<file path="src/rtl/reset_sequencer_if.sv">
// Bundle of power-good input, per-channel requests and the sequenced domain resets.
// With SYSTEM__RST_CAUSE_EN the last-reset cause and request counter are added.
interface reset_sequencer_if #(
   parameter int Channels = 3
);
   logic                power;
   logic [Channels-1:0] req;
   logic [Channels-1:0] rst_n_out;
   logic                ready;
   logic                busy;
`ifdef SYSTEM__RST_CAUSE_EN
   logic [1:0]          cause;
   logic [7:0]          req_count;

   modport master (output power, req, input rst_n_out, ready, busy, cause, req_count);
   modport slave  (input power, req, output rst_n_out, ready, busy, cause, req_count);
`else
   modport master (output power, req, input rst_n_out, ready, busy);
   modport slave  (input power, req, output rst_n_out, ready, busy);
`endif
endinterface

</file>
<file path="src/rtl/reset_sequencer.sv">
// Staged multi-domain reset sequencer: power-on delay, ordered release, per-channel re-reset.
// Optional SYSTEM__RST_CAUSE_EN adds last-cause and request-count reporting.
module reset_sequencer #(
   parameter int Channels   = 3,
   parameter int PorCycles  = 16,
   parameter int StageGap   = 4,
   parameter int HoldCycles = 8
) (
   input  logic             clk,
   input  logic             rst,
   reset_sequencer_if.slave bus
);

   localparam int MaxPg  = (PorCycles > StageGap) ? PorCycles : StageGap;
   localparam int MaxCyc = (MaxPg > HoldCycles) ? MaxPg : HoldCycles;
   localparam int CntW   = $clog2(MaxCyc + 1);
   localparam int IdxW   = (Channels > 1) ? $clog2(Channels) : 1;

   localparam logic [CntW-1:0] CntZero  = CntW'(0);
   localparam logic [CntW-1:0] CntOne   = CntW'(1);
   localparam logic [CntW-1:0] PorLoad  = CntW'(PorCycles - 1);
   localparam logic [CntW-1:0] GapLoad  = CntW'(StageGap - 1);
   localparam logic [CntW-1:0] HoldLoad = CntW'(HoldCycles - 1);
   localparam logic [IdxW-1:0] IdxZero  = IdxW'(0);
   localparam logic [IdxW-1:0] IdxOne   = IdxW'(1);
   localparam logic [IdxW-1:0] LastIdx  = IdxW'(Channels - 1);

   typedef enum logic [2:0] {
      ST_OFF     = 3'd0,
      ST_POR     = 3'd1,
      ST_RELEASE = 3'd2,
      ST_RUN     = 3'd3,
      ST_HOLD    = 3'd4
   } state_e;

   // idx is the next channel to release in RELEASE and the restart channel in HOLD
   typedef struct packed {
      state_e              state;
      logic [CntW-1:0]     cnt;
      logic [IdxW-1:0]     idx;
      logic [Channels-1:0] rst_n;
      logic                ready;
      logic                busy;
   } seq_t;

   localparam seq_t SeqReset = '{
      state: ST_OFF,
      cnt:   CntZero,
      idx:   IdxZero,
      rst_n: {Channels{1'b0}},
      ready: 1'b0,
      busy:  1'b1
   };

   function automatic logic [IdxW-1:0] lowest_set(input logic [Channels-1:0] v);
      logic [IdxW-1:0] idx;
      idx = IdxZero;
      for (int i = Channels - 1; i >= 0; i--) begin
         idx = v[i] ? IdxW'(i) : idx;
      end
      return idx;
   endfunction

   function automatic logic [Channels-1:0] mask_from(input logic [IdxW-1:0] m);
      logic [Channels-1:0] mask;
      for (int i = 0; i < Channels; i++) begin
         mask[i] = (i >= int'(m));
      end
      return mask;
   endfunction

   function automatic logic [IdxW-1:0] min_idx(input logic [IdxW-1:0] a, input logic [IdxW-1:0] b);
      return (a < b) ? a : b;
   endfunction

   function automatic seq_t release_ch(input seq_t cur, input logic [IdxW-1:0] ch);
      seq_t r;
      r           = cur;
      r.rst_n[ch] = 1'b1;
      r.cnt       = GapLoad;
      r.idx       = ch + IdxOne;
      r.state     = (ch == LastIdx) ? ST_RUN : ST_RELEASE;
      r.ready     = (ch == LastIdx);
      r.busy      = (ch != LastIdx);
      return r;
   endfunction

   function automatic seq_t enter_hold(input seq_t cur, input logic [IdxW-1:0] low,
                                       input logic [IdxW-1:0] start);
      seq_t r;
      r       = cur;
      r.rst_n = cur.rst_n & ~mask_from(low);
      r.state = ST_HOLD;
      r.cnt   = HoldLoad;
      r.idx   = start;
      r.ready = 1'b0;
      r.busy  = 1'b1;
      return r;
   endfunction

   logic            sync1_q;
   logic            sync2_q;
   seq_t            cur_q;
   seq_t            nxt_d;
   logic            req_any;
   logic [IdxW-1:0] req_low;

   // two-flop synchroniser for the asynchronous power-good input
   always_ff @(posedge clk) begin
      if (rst) begin
         sync1_q <= 1'b0;
         sync2_q <= 1'b0;
      end else begin
         sync1_q <= bus.power;
         sync2_q <= sync1_q;
      end
   end

   // next-state and registered-output computation; power loss beats any request
   always_comb begin
      req_any     = |bus.req;
      req_low     = lowest_set(bus.req);
      nxt_d       = cur_q;
      nxt_d.ready = 1'b0;
      nxt_d.busy  = 1'b1;
      if (!sync2_q) begin
         nxt_d = SeqReset;
      end else begin
         case (cur_q.state)
            ST_OFF: begin
               nxt_d.state = ST_POR;
               nxt_d.cnt   = PorLoad;
               nxt_d.rst_n = {Channels{1'b0}};
            end
            ST_POR: begin
               if (cur_q.cnt == CntZero) begin
                  nxt_d = release_ch(cur_q, IdxZero);
               end else begin
                  nxt_d.cnt = cur_q.cnt - CntOne;
               end
            end
            ST_RELEASE: begin
               if (req_any) begin
                  nxt_d = enter_hold(cur_q, req_low, min_idx(req_low, cur_q.idx));
               end else if (cur_q.cnt == CntZero) begin
                  nxt_d = release_ch(cur_q, cur_q.idx);
               end else begin
                  nxt_d.cnt = cur_q.cnt - CntOne;
               end
            end
            ST_RUN: begin
               if (req_any) begin
                  nxt_d = enter_hold(cur_q, req_low, req_low);
               end else begin
                  nxt_d.ready = 1'b1;
                  nxt_d.busy  = 1'b0;
               end
            end
            ST_HOLD: begin
               if (req_any) begin
                  nxt_d = enter_hold(cur_q, req_low, min_idx(req_low, cur_q.idx));
               end else if (cur_q.cnt == CntZero) begin
                  nxt_d = release_ch(cur_q, cur_q.idx);
               end else begin
                  nxt_d.cnt = cur_q.cnt - CntOne;
               end
            end
            default: begin
               nxt_d = SeqReset;
            end
         endcase
      end
   end

   // sequencer state and output register
   always_ff @(posedge clk) begin
      if (rst) begin
         cur_q <= SeqReset;
      end else begin
         cur_q <= nxt_d;
      end
   end

   assign bus.rst_n_out = cur_q.rst_n;
   assign bus.ready     = cur_q.ready;
   assign bus.busy      = cur_q.busy;

`ifdef SYSTEM__RST_CAUSE_EN
   logic [1:0] cause_q;
   logic [1:0] cause_d;
   logic [7:0] req_count_q;
   logic [7:0] req_count_d;
   logic       pf_q;
   logic       pf_d;
   logic       active_s;

   // pf remembers whether the last exit from an operating state was a power failure
   always_comb begin
      active_s    = (cur_q.state == ST_RUN) || (cur_q.state == ST_RELEASE) ||
                    (cur_q.state == ST_HOLD);
      cause_d     = cause_q;
      req_count_d = req_count_q;
      if ((cur_q.state != ST_POR) && (nxt_d.state == ST_POR)) begin
         cause_d = pf_q ? 2'd3 : 2'd1;
      end else if (((cur_q.state == ST_RUN) || (cur_q.state == ST_RELEASE)) &&
                   (nxt_d.state == ST_HOLD)) begin
         cause_d     = 2'd2;
         req_count_d = (req_count_q == 8'hFF) ? req_count_q : req_count_q + 8'd1;
      end else begin
         cause_d = cause_q;
      end
      if (active_s && (nxt_d.state != cur_q.state)) begin
         pf_d = (nxt_d.state == ST_OFF);
      end else begin
         pf_d = pf_q;
      end
   end

   // reset-cause reporting registers
   always_ff @(posedge clk) begin
      if (rst) begin
         cause_q     <= 2'd0;
         req_count_q <= 8'd0;
         pf_q        <= 1'b0;
      end else begin
         cause_q     <= cause_d;
         req_count_q <= req_count_d;
         pf_q        <= pf_d;
      end
   end

   assign bus.cause     = cause_q;
   assign bus.req_count = req_count_q;
`endif

endmodule
</file>
<file path="src/flat_wrapper.sv">
// flat-port wrapper written by rule: the top's interface ports become plain ports
module reset_sequencer_flat 
#(
   parameter int Channels   = 3,
   parameter int PorCycles  = 16,
   parameter int StageGap   = 4,
   parameter int HoldCycles = 8
)
  (clk, rst, bus_power, bus_req, bus_rst_n_out, bus_ready, bus_busy);
  reset_sequencer_if #(.Channels(Channels)) bus_i ();
  input  logic clk;
  input  logic rst;
  input wire logic [$bits(bus_i.power)-1:0] bus_power;
  input wire logic [$bits(bus_i.req)-1:0] bus_req;
  output wire logic [$bits(bus_i.rst_n_out)-1:0] bus_rst_n_out;
  output wire logic [$bits(bus_i.ready)-1:0] bus_ready;
  output wire logic [$bits(bus_i.busy)-1:0] bus_busy;
  assign bus_i.power = bus_power;
  assign bus_i.req = bus_req;
  assign bus_rst_n_out = bus_i.rst_n_out;
  assign bus_ready = bus_i.ready;
  assign bus_busy = bus_i.busy;
  reset_sequencer #(.Channels(Channels), .PorCycles(PorCycles), .StageGap(StageGap), .HoldCycles(HoldCycles)) u_core (.clk(clk), .rst(rst), .bus(bus_i));
endmodule
</file>
<file path="config.mk">
export PLATFORM = sky130hd
export DESIGN_NAME = reset_sequencer_flat
export DESIGN_NICKNAME = d
export VERILOG_FILES = /design/src/rtl/reset_sequencer_if.sv /design/src/rtl/reset_sequencer.sv /design/src/flat_wrapper.sv
export SDC_FILE = /design/constraint.sdc
export NUM_CORES = 1
export LEC_CHECK = 0
export CORE_MARGIN = 5
export CORE_UTILIZATION = 25
export CTS_BUF_LIST = sky130_fd_sc_hd__clkbuf_8
export DETAILED_ROUTE_END_ITERATION = 16
export PLACE_DENSITY = 0.5
export SETUP_SLACK_MARGIN = 0.02
export SLEW_MARGIN = 15
export SYNTH_ARGS = -nofsm -noshare
export SYNTH_HDL_FRONTEND = slang
export SYNTH_SLANG_ARGS = --single-unit
</file>
<file path="constraint.sdc">
create_clock -name clk -period 2.29 [get_ports clk]
set_input_delay 0.229 -clock clk [delete_from_list [all_inputs] [get_ports clk]]
set_output_delay 0.229 -clock clk [all_outputs]
set_load 0.005 [all_outputs]
</file>
Yosys cells after proc, flatten, opt, wreduce, memory -nomap -nowiden. Cells that the tools add are included.

Input port bits: 6. Word-level logic and storage cells: 61. Output and inout bits: 5. Bits in registers: 17.

Bitwise operators: 6. Muxes and demuxes: 19. $add $sub $neg: 2. Equal/unequal tests: 10. Reductions and logical operators: 9. Magnitude comparators: 6.

Operator list (number): $pmux W8 S4 (1); $mux W15 (1); $mux W7 (2); $mux W13 (1); $mux W2 (5); $pmux W3 S3 (1); $pmux W2 S4 (1); $eq A3 B2 Y1 const B (2); $mux W3 (2); $pmux W2 S3 (1); $reduce_and A3 Y1 (2); $logic_not A5 Y1 (1); $mux W5 (1); $reduce_and A5 Y1 (1); $sub A5 B1 Y5 const B (1); $ge A1 B2 Y1 const A (2); $ne A2 B1 Y1 const B (2); $reduce_or A2 Y1 (2); $and A3 B3 Y3 (1); $eq A3 B1 Y1 const B (1); $eq A3 B3 Y1 const B (1); $logic_not A3 Y1 (1); $lt A2 B3 Y1 const B (1); $ne A3 B1 Y1 const B (1); 14 further kinds (17).

Logic depth before layout (Yosys ltp). Gate-level depths: netlist of run 1.

Depth after elaboration: 8. Gate-level depth with buffers: 8. Gate-level depth less buffers: 8.

Worst setup path before layout of run 1. No wires, ideal clock.

Path type: reg-to-reg. Start point: register u_core.cur_q[7] in the netlist's numbering. End point: register u_core.cur_q (netlist bit u_core.bus.rst_n_out[0]). Library setup time: 67 ps. Path buffers: 1. Data arrival time: 1751 ps. Setup slack: 472 ps. Required time: 2223 ps. Cell stages (with the launch flop): 9. Clock period less this slack: 1818 ps. Cell sequence: dfxtp_1 inv_1 ha_1 or4b_1 buf_6 nor4_4 nand2_1 a22o_1 a21oi_2.

Longest elaborated chain between the ends: 3. Elaborated cells between the ends (all ways): 4. Classes of those cells: 2 x eq/ne; 2 x reduce/logical.

RTL lines: from (decl) (RTL line reset_sequencer.sv:103) `seq_t cur_q;`; from (signal assigned) (RTL line reset_sequencer.sv:178) `cur_q <= SeqReset;`; from (signal assigned) (RTL line reset_sequencer.sv:180) `cur_q <= nxt_d;`; $logic_not A5 Y1 (*) (RTL line reset_sequencer.sv:136, reset_sequencer.sv:145, reset_sequencer.sv:162); $ne A3 B1 Y1 (no line) / $ne A2 B1 Y1 (equally long branches); $reduce_and A3 Y1 (no line) (*).

Every way passes the cells marked *; elsewhere a longest branch is shown, timed or not. A chain may end at the register's enable or synchronous reset.

Final worst setup path of run 1. Ends and elaborated chain as after synthesis.

==> results.md, run 1 <==
* Status: finished, final reports clean
* Number of gates given a new drive strength after cts at 0
* Crit Path Class: reg -> reg
* Cells on worst reg2reg path at 8
* Filler-free cell count of the finished design at 257
* Final cell utilization of the core at ~31%
* Area occupied by multi-input gates at roughly 860 µm²
* Wire length of the first global-routing pass at just under 6 mm
* Total routing usage reported by global routing at between 10 and 15%
* WP data arrival at about 2.3 ns
* DRT Pass-1 Iters at 4
* Critical path data required time at about 2.5 ns
* Standard cell with the maximum stage delay on the critical path: or4b_1
* Predominant post-synthesis flop cell: dfxtp_1
* Vias at ~1300
* Post-synthesis net count at 185
* Worst hold-check path type: reg -> reg
* Cells taking the most area after synthesis: dfxtp_1 (26%), a21oi_1 (5.7%), ha_1 (4.7%)
* Overall routed net length at ~3.5 mm
* Placed wire-length estimate at ~2.6 mm
* Total CTS buffers at 3
* Timing-limited maximum frequency at around 0.49 GHz
* Grt total ovfl at 0
* Fraction of the cycle the final worst path needs at about nine tenths
* Unique masters post-synth at 50
* Number of enable-type register cells in the synthesized netlist at 0
* Relative max-transition margin at between 60% and 70%
* Hold-fix buffers at CTS at 0
* Sum of negative setup slack at 0 ns
* Fill count at between 500 and 600
* Total power at between 0.0006 and 0.0007 W
* DP Area at 0.00154 mm²
* Share of async-settable or async-resettable flops after synthesis at 0%
* Number of cells in the design after placement at 253
* CP max FO at 9
* Max Clock Skew at 0.00127 ns
* Initial antenna violation count at 0
* Starting Density at between 20% and 30%
* Standard-cell rows at 26
* Weighted congestion reported at the end of routability-driven placement at about 0.84
* Actual transition at the worst max-transition pin at 0.567 ns
* Power density over cell area at 402 mW/mm²
* Final critical path time including I/O delays and setup at 2.06 ns
* Number of buffers on the longest clock path at 2
* Drc violations at 0
* Cell-by-cell listing of the critical path: inv_1, ha_1, or4b_1, buf_4, nor4_4, nand2_1, a22o_1, a21oi_2
* Post-CTS Setup Inserts at 0
* Hold Crit Depth at 1
* Number of vias per cell at ~5.1
* Number of cells produced by synthesis at between 150 and 200
* Fraction of synthesized cell area taken by the top area cell type at approximately 26%
* Critical path launch point type: register
* Flip-flop and latch count after synthesis at 17
* YS warnings at 0
* Overall die width at around 83 µm
* Share of synthesized area occupied by flip-flops and latches at around a quarter
* Cell type contributing the most total cell area after synthesis: dfxtp_1
* Syn_area_per_cell at between 7 and 8 µm²
* Setup-failing EPs final at 0
* Count of input and output buffers at 10
* Final Slew Violations at 0
* Clock latency of the later-clocked register in the worst-skew pair at between 0.2 and 0.3 ns
* Via count of the first global-routing pass at 1187
* RSZ-0062 raised after global routing: no
* Clock Pin Slew Worst Setup and Hold Paths at approximately 0.07 ns
* Diodes inserted at 0
* Worst Setup End Kind: register
* Most common library cells after synthesis: dfxtp_1 (17), a21oi_1 (15), nor2_1 (12)
* Die area at 0.00683 mm²
* Number of design-rule violations left by the first detailed-router iteration at about 110
* Pin count of the biggest net entering global routing at 28
* Leakage Power at around 0.58 nW
* Area of the core at 0.00511 mm²
* Most numerous cell in the Yosys netlist: dfxtp_1
* Boundary Pins at 11
* Start point of the critical path: u_core.cur_q[7]$_SDFFE_PP0N_
* Hold Crit Start: u_core.sync1_q$_SDFF_PP0_
* Die Height at about 83 µm
* Layout Area Growth over Synthesis at 20.3%
* Max-cap viol count at 0
* H-Tree Depth at 1
* Storage cell area at roughly 340 µm²
* Number of sinks handled by clock tree synthesis at 17
* Startpoint of the worst register-to-register path: u_core.cur_q[7]$_SDFFE_PP0N_
* Max VDD drop at approximately 0.26 mV
* Final hold vios at 0
* TritonCTS clock tree: yes
* Netlist area before placement at approximately 0.0013 mm²
* Detail-routed net length per standard cell at about 14 µm
* Final ANT Viol Nets at 0
* Nets at 199
* Worst stage delay on the critical path at around 0.45 ns
* Clk Tree Root Cell: clkbuf_8
* Finished Cell Area at 0.00159 mm²
* Share of layout cells above drive strength 1 at ~14%
==> registers in the layout (all words and copies together), names as in the netlist <==
| register | count |
|---|---|
| u_core.bus.rst_n_out | 3 |
| u_core.sync2_q | 1 |
| u_core.bus.busy | 1 |
| u_core.bus.ready | 1 |
| u_core.cur_q | 10 |
| u_core.sync1_q | 1 |
==> per-layer routing <==
| layer | up-vias | part of all wire, % | GRT usage [%] |
|---|---|---|---|
| li1 | 656 | - | - |
| met1 | 619 | 52 | 16.3 |
| met2 | 32 | 43 | 17.1 |
| met3 | 0 | 4.8 | 2.93 |
| met4 | 0 | 0 | 1.47 |
| met5 | - | 0 | 0 |
==> cell usage in the layout (no fill, tap or decap), types with 5 or more instances in the layout <==
cell type         n
a21oi_1          15
and3_1            7
buf_4            16
clkdlybuf4s50_1  10
dfxtp_1          17
ha_1              5
inv_1             9
nand2_1           9
nand2b_1          7
nor2_1           12
nor2b_1           7
nor3_1            7
o21ai_0           9
o21ai_1           5
==> kinds of logic after synthesis <==
kind of cell,after synthesis,synth area share [%]
muxes,3,2.37
and+or+nand+nor,66,29.4
DFF,17,25.8
buffers and inverters,25,8.72
xor gates and xnor gates,1,0.664
adders and majority gates,6,5.50
AOI/OAI and AO/OA,56,27.6
==> worst max-delay path, delay by kind of cell, from the launching register on <==
| kind | cells | cell delay (ns) |
|---|---|---|
| buffers and inverters | 2 | 0.27 |
| AND/OR/NAND/NOR | 3 | 0.84 |
| AO/OA/AOI/OAI | 2 | 0.33 |
| adder cells (fa/ha/maj) | 1 | 0.20 |
| flip-flops | 1 | 0.35 |
==> metrics by stage <==
stage | worst slack (ns) | hold WS [ns]
after floorplan | 0.472 | 0.301
after global placement | 0.135 | 0.418
after detailed placement | 0.0769 | 0.427
after CTS | 0.232 | 0.444
after global routing | 0.103 | 0.470
final | 0.234 | 0.438
==> final cells by class <==
| type | count | area share (%) |
|---|---|---|
| Clock buffer | 3 | 2.60 |
| Clock inverter | 1 | 0.236 |
| Inverter | 8 | 1.89 |
| Multi-Input combinational cell | 132 | 54.5 |
| Sequential cell | 17 | 21.4 |
| Tap cell | 70 | 5.52 |
| Timing Repair Buffer | 26 | 13.9 |
==> final timing paths <==
kind                                          endpoint  slack (ns)
hold / removal               u_core.sync2_q$_SDFF_PP0_        0.44
setup / recovery  u_core.bus.rst_n_out[0]$_SDFFE_PP0P_        0.23
setup reg to reg  u_core.bus.rst_n_out[0]$_SDFFE_PP0P_        0.23
hold reg to reg              u_core.sync2_q$_SDFF_PP0_        0.44
==> report_power, final <==
| part | switching, W | leakage (nW) | internal (W) |
|---|---|---|---|
| Clock | 0.000110 | 0.0269 | 0.000119 |
| Combinational | 0.0000564 | 0.413 | 0.0000496 |
| Sequential | 0.00000365 | 0.138 | 0.000300 |
No activity file was read; power rests on OpenSTA's default activity.
==> run 2: changes to the inputs <==
--- a/config.mk
+++ b/config.mk
@@ -5,11 +5,10 @@
 export SDC_FILE = /design/constraint.sdc
 export NUM_CORES = 1
 export LEC_CHECK = 0
+export CORE_ASPECT_RATIO = 1.5
 export CORE_MARGIN = 5
 export CORE_UTILIZATION = 25
-export CTS_BUF_LIST = sky130_fd_sc_hd__clkbuf_8
 export DETAILED_ROUTE_END_ITERATION = 16
-export PLACE_DENSITY = 0.5
 export SETUP_SLACK_MARGIN = 0.02
 export SLEW_MARGIN = 15
 export SYNTH_ARGS = -nofsm -noshare
==> run 2 against run 1 <==
Effect of this change:
- clock skew increased by 0.0069 ns
- non-clock buffer count decreased by 4
- critical endpoint unchanged
- largest power group unchanged
- highest routed layer is now met4
- largest cell class unchanged
- sequential power about the same
- global-route usage decreased by 1.2 points
- clock power increased by 3%
==> results.md, run 2 (synthesized netlist as in run 1, its figures left out) <==
* Start point of the critical path: u_core.cur_q[7]$_SDFFE_PP0N_
* Clock Pin Slew Worst Setup and Hold Paths at about 0.070 ns
* Total routing usage reported by global routing at around 10%
* Layout Area Growth over Synthesis at 17.9%
* Combinational power share at between 10% and 20%
* Cells on worst reg2reg path at 8
* Initial antenna violation count at 0
* Cell-by-cell listing of the critical path: inv_1, ha_1, or4b_1, buf_4, nor4_4, nand2_1, a22o_1, a21oi_2
* Reg-to-reg critical path endpoint: u_core.bus.rst_n_out[0]$_SDFFE_PP0P_
* Largest reg by FF count: u_core.cur_q
* RSZ-0062 raised after global routing: no
* Die area at 0.00686 mm²
* Number of buffers on the longest clock path at 2
* Vias at 1293
* Flip-flop count of the largest register after layout at 10
* Leading cell types in the layout, fill and taps excluded: dfxtp_1 (17), a21oi_1 (15), nor2_1 (12), buf_4 (12), clkdlybuf4s50_1 (10)
* Max VDD drop at roughly 0.2 mV
* Final ANT Viol Nets at 0
* Worst setup path end: u_core.bus.rst_n_out[0]$_SDFFE_PP0P_
* Fraction of the cycle the final worst path needs at 89.1%
* Post-CTS Setup Inserts at 0
* Number of cells in the design after placement at roughly 250
* Share of power burned in registers at 47.5%
* Final critical path time including I/O delays and setup at roughly 2.0 ns
* Worst hold-check path type: reg -> reg
* Weighted congestion reported at the end of routability-driven placement at roughly 0.9
* Detail-routed net length per standard cell at between 10 and 15 µm
* Share of layout cells above drive strength 1 at approximately an eighth
* Power share of the clock group at 37.1%
* Number of design-rule violations left by the first detailed-router iteration at 46
* Status: finished, final reports clean
* Filler-free cell count of the finished design at between 200 and 300
* Number of vias per cell at around 5.2
* Clk Tree Root Cell: clkbuf_8
* Hold-fix buffers at CTS at 0
* Standard-cell rows at 32
* Max Clock Skew at 0.00816 ns
* Timing-limited maximum frequency at roughly 0.5 GHz
* Net switching component of the power at ~0.00017 W
* Via count of the first global-routing pass at 1200
* TritonCTS clock tree: yes
* Nets at about 200
* Starting Density at about a quarter
* Relative max-transition margin at a little over three fifths
* Slack of the worst reg-to-reg path at roughly 0.25 ns
* Final Slew Violations at 0
* Pin count of the biggest net entering global routing at 28
* Critical path data required time at between 2 and 2.5 ns
* Most common cell after layout, fill and taps aside: dfxtp_1
* Wire length of the first global-routing pass at approximately 5.6 mm
* Pint at ~0.00047 W
* Crit Path Class: reg -> reg
* Die Height at ~99 µm
* CP max FO at 9
* Setup-failing EPs final at 0
* Power density over cell area at slightly above 400 mW/mm²
* Final cell utilization of the core at a little under a third
* Sum of negative setup slack at 0 ns
* Switching power share of the total at a little over a quarter
* Final hold vios at 0
* Diodes inserted at 0
* DRT Pass-1 Iters at 4
* H-Tree Depth at 1
* Drc violations at 0
* Total CTS buffers at 3
* Overall die width at approximately 70 µm
* Number of sinks handled by clock tree synthesis at 17
* Worst Setup End Kind: register
* Startpoint of the worst register-to-register path: u_core.cur_q[7]$_SDFFE_PP0N_
* Placed wire-length estimate at 2.56 mm
* Worst stage delay on the critical path at between 0.4 and 0.5 ns
* Actual transition at the worst max-transition pin at roughly 0.55 ns
* Boundary Pins at 11
* Number of gates given a new drive strength after cts at 0
* WP data arrival at between 2 and 2.5 ns
* Max-cap viol count at 0
* Standard cell with the maximum stage delay on the critical path: or4b_1
* Clock latency of the later-clocked register in the worst-skew pair at about 0.27 ns
* Count of input and output buffers at 10
* Grt total ovfl at 0
* Overall routed net length at 3.37 mm
* Leakage Power at around 0.56 nW
* Critical path launch point type: register
* Area of the core at 0.00512 mm²
[run 2: area by class of cell]
class / instances / area [µm²]
Inverter: 8 / 30.0
Clock inverter: 1 / 5.00
Multi-Input combinational cell: 132 / 865
Fill cell: 602 / 3570
Clock buffer: 3 / 41.3
Timing Repair Buffer: 22 / 190
Sequential cell: 17 / 340
Tap cell: 68 / 85.1
[run 2: worst min path at each step]
stage,startpoint,end,cells after the start
after detailed placement,u_core.sync1_q$_SDFF_PP0_,u_core.sync2_q$_SDFF_PP0_,1
after global placement,u_core.sync1_q$_SDFF_PP0_,u_core.sync2_q$_SDFF_PP0_,1
after global routing,u_core.sync1_q$_SDFF_PP0_,u_core.sync2_q$_SDFF_PP0_,1
after CTS,u_core.sync1_q$_SDFF_PP0_,u_core.sync2_q$_SDFF_PP0_,1
final,u_core.sync1_q$_SDFF_PP0_,u_core.sync2_q$_SDFF_PP0_,1
after floorplan,rst,u_core.sync1_q$_SDFF_PP0_,1
[run 2: critical path, delay by kind of cell, from the launching register on]
kind                       cells  cell delay, ns
AOI/OAI and AO/OA              2            0.36
DFF                            1            0.35
buffers and inverters          2            0.26
adders and majority gates      1            0.20
and+or+nand+nor                3            0.81
[run 2: layer usage]
metal	wire length (µm)	GRT usage (%)	vias to the layer above
li1	-	-	651
met1	1290	10.9	603
met2	1810	17.9	25
met3	88	1.22	14
met4	182	7.07	0
met5	0	0	-
[run 2: through the flow]
step                setup slack, ns  cell area, µm²  hold WS, ns  power [W]
finish                        0.251            1560        0.449   0.000640
global placement              0.104            1510        0.427   0.000408
detailed placement           0.0639            1510        0.437   0.000408
floorplan                     0.472            1320        0.301   0.000374
global route                  0.155            1560        0.471   0.000666
CTS                           0.244            1560        0.457   0.000651
[run 2: power by group through the flow]
| stage | Combinational, W | Sequential [W] | Clock, W |
|---|---|---|---|
| after floorplan | 0.0000640 | 0.000310 | 0 |
| after global placement | 0.0000973 | 0.000311 | 0 |
| after detailed placement | 0.0000973 | 0.000311 | 0 |
| after CTS | 0.0000979 | 0.000304 | 0.000249 |
| after global routing | 0.000108 | 0.000305 | 0.000254 |
| final | 0.0000982 | 0.000304 | 0.000237 |
==> run 3: changes to the inputs <==
--- a/config.mk
+++ b/config.mk
@@ -8,6 +8,7 @@
 export CORE_ASPECT_RATIO = 1.5
 export CORE_MARGIN = 5
 export CORE_UTILIZATION = 25
+export CTS_CLUSTER_SIZE = 12
 export DETAILED_ROUTE_END_ITERATION = 16
 export SETUP_SLACK_MARGIN = 0.02
 export SLEW_MARGIN = 15
==> results of run 3 <==
Final layout, timing and power as in run 2 (identical DEF).
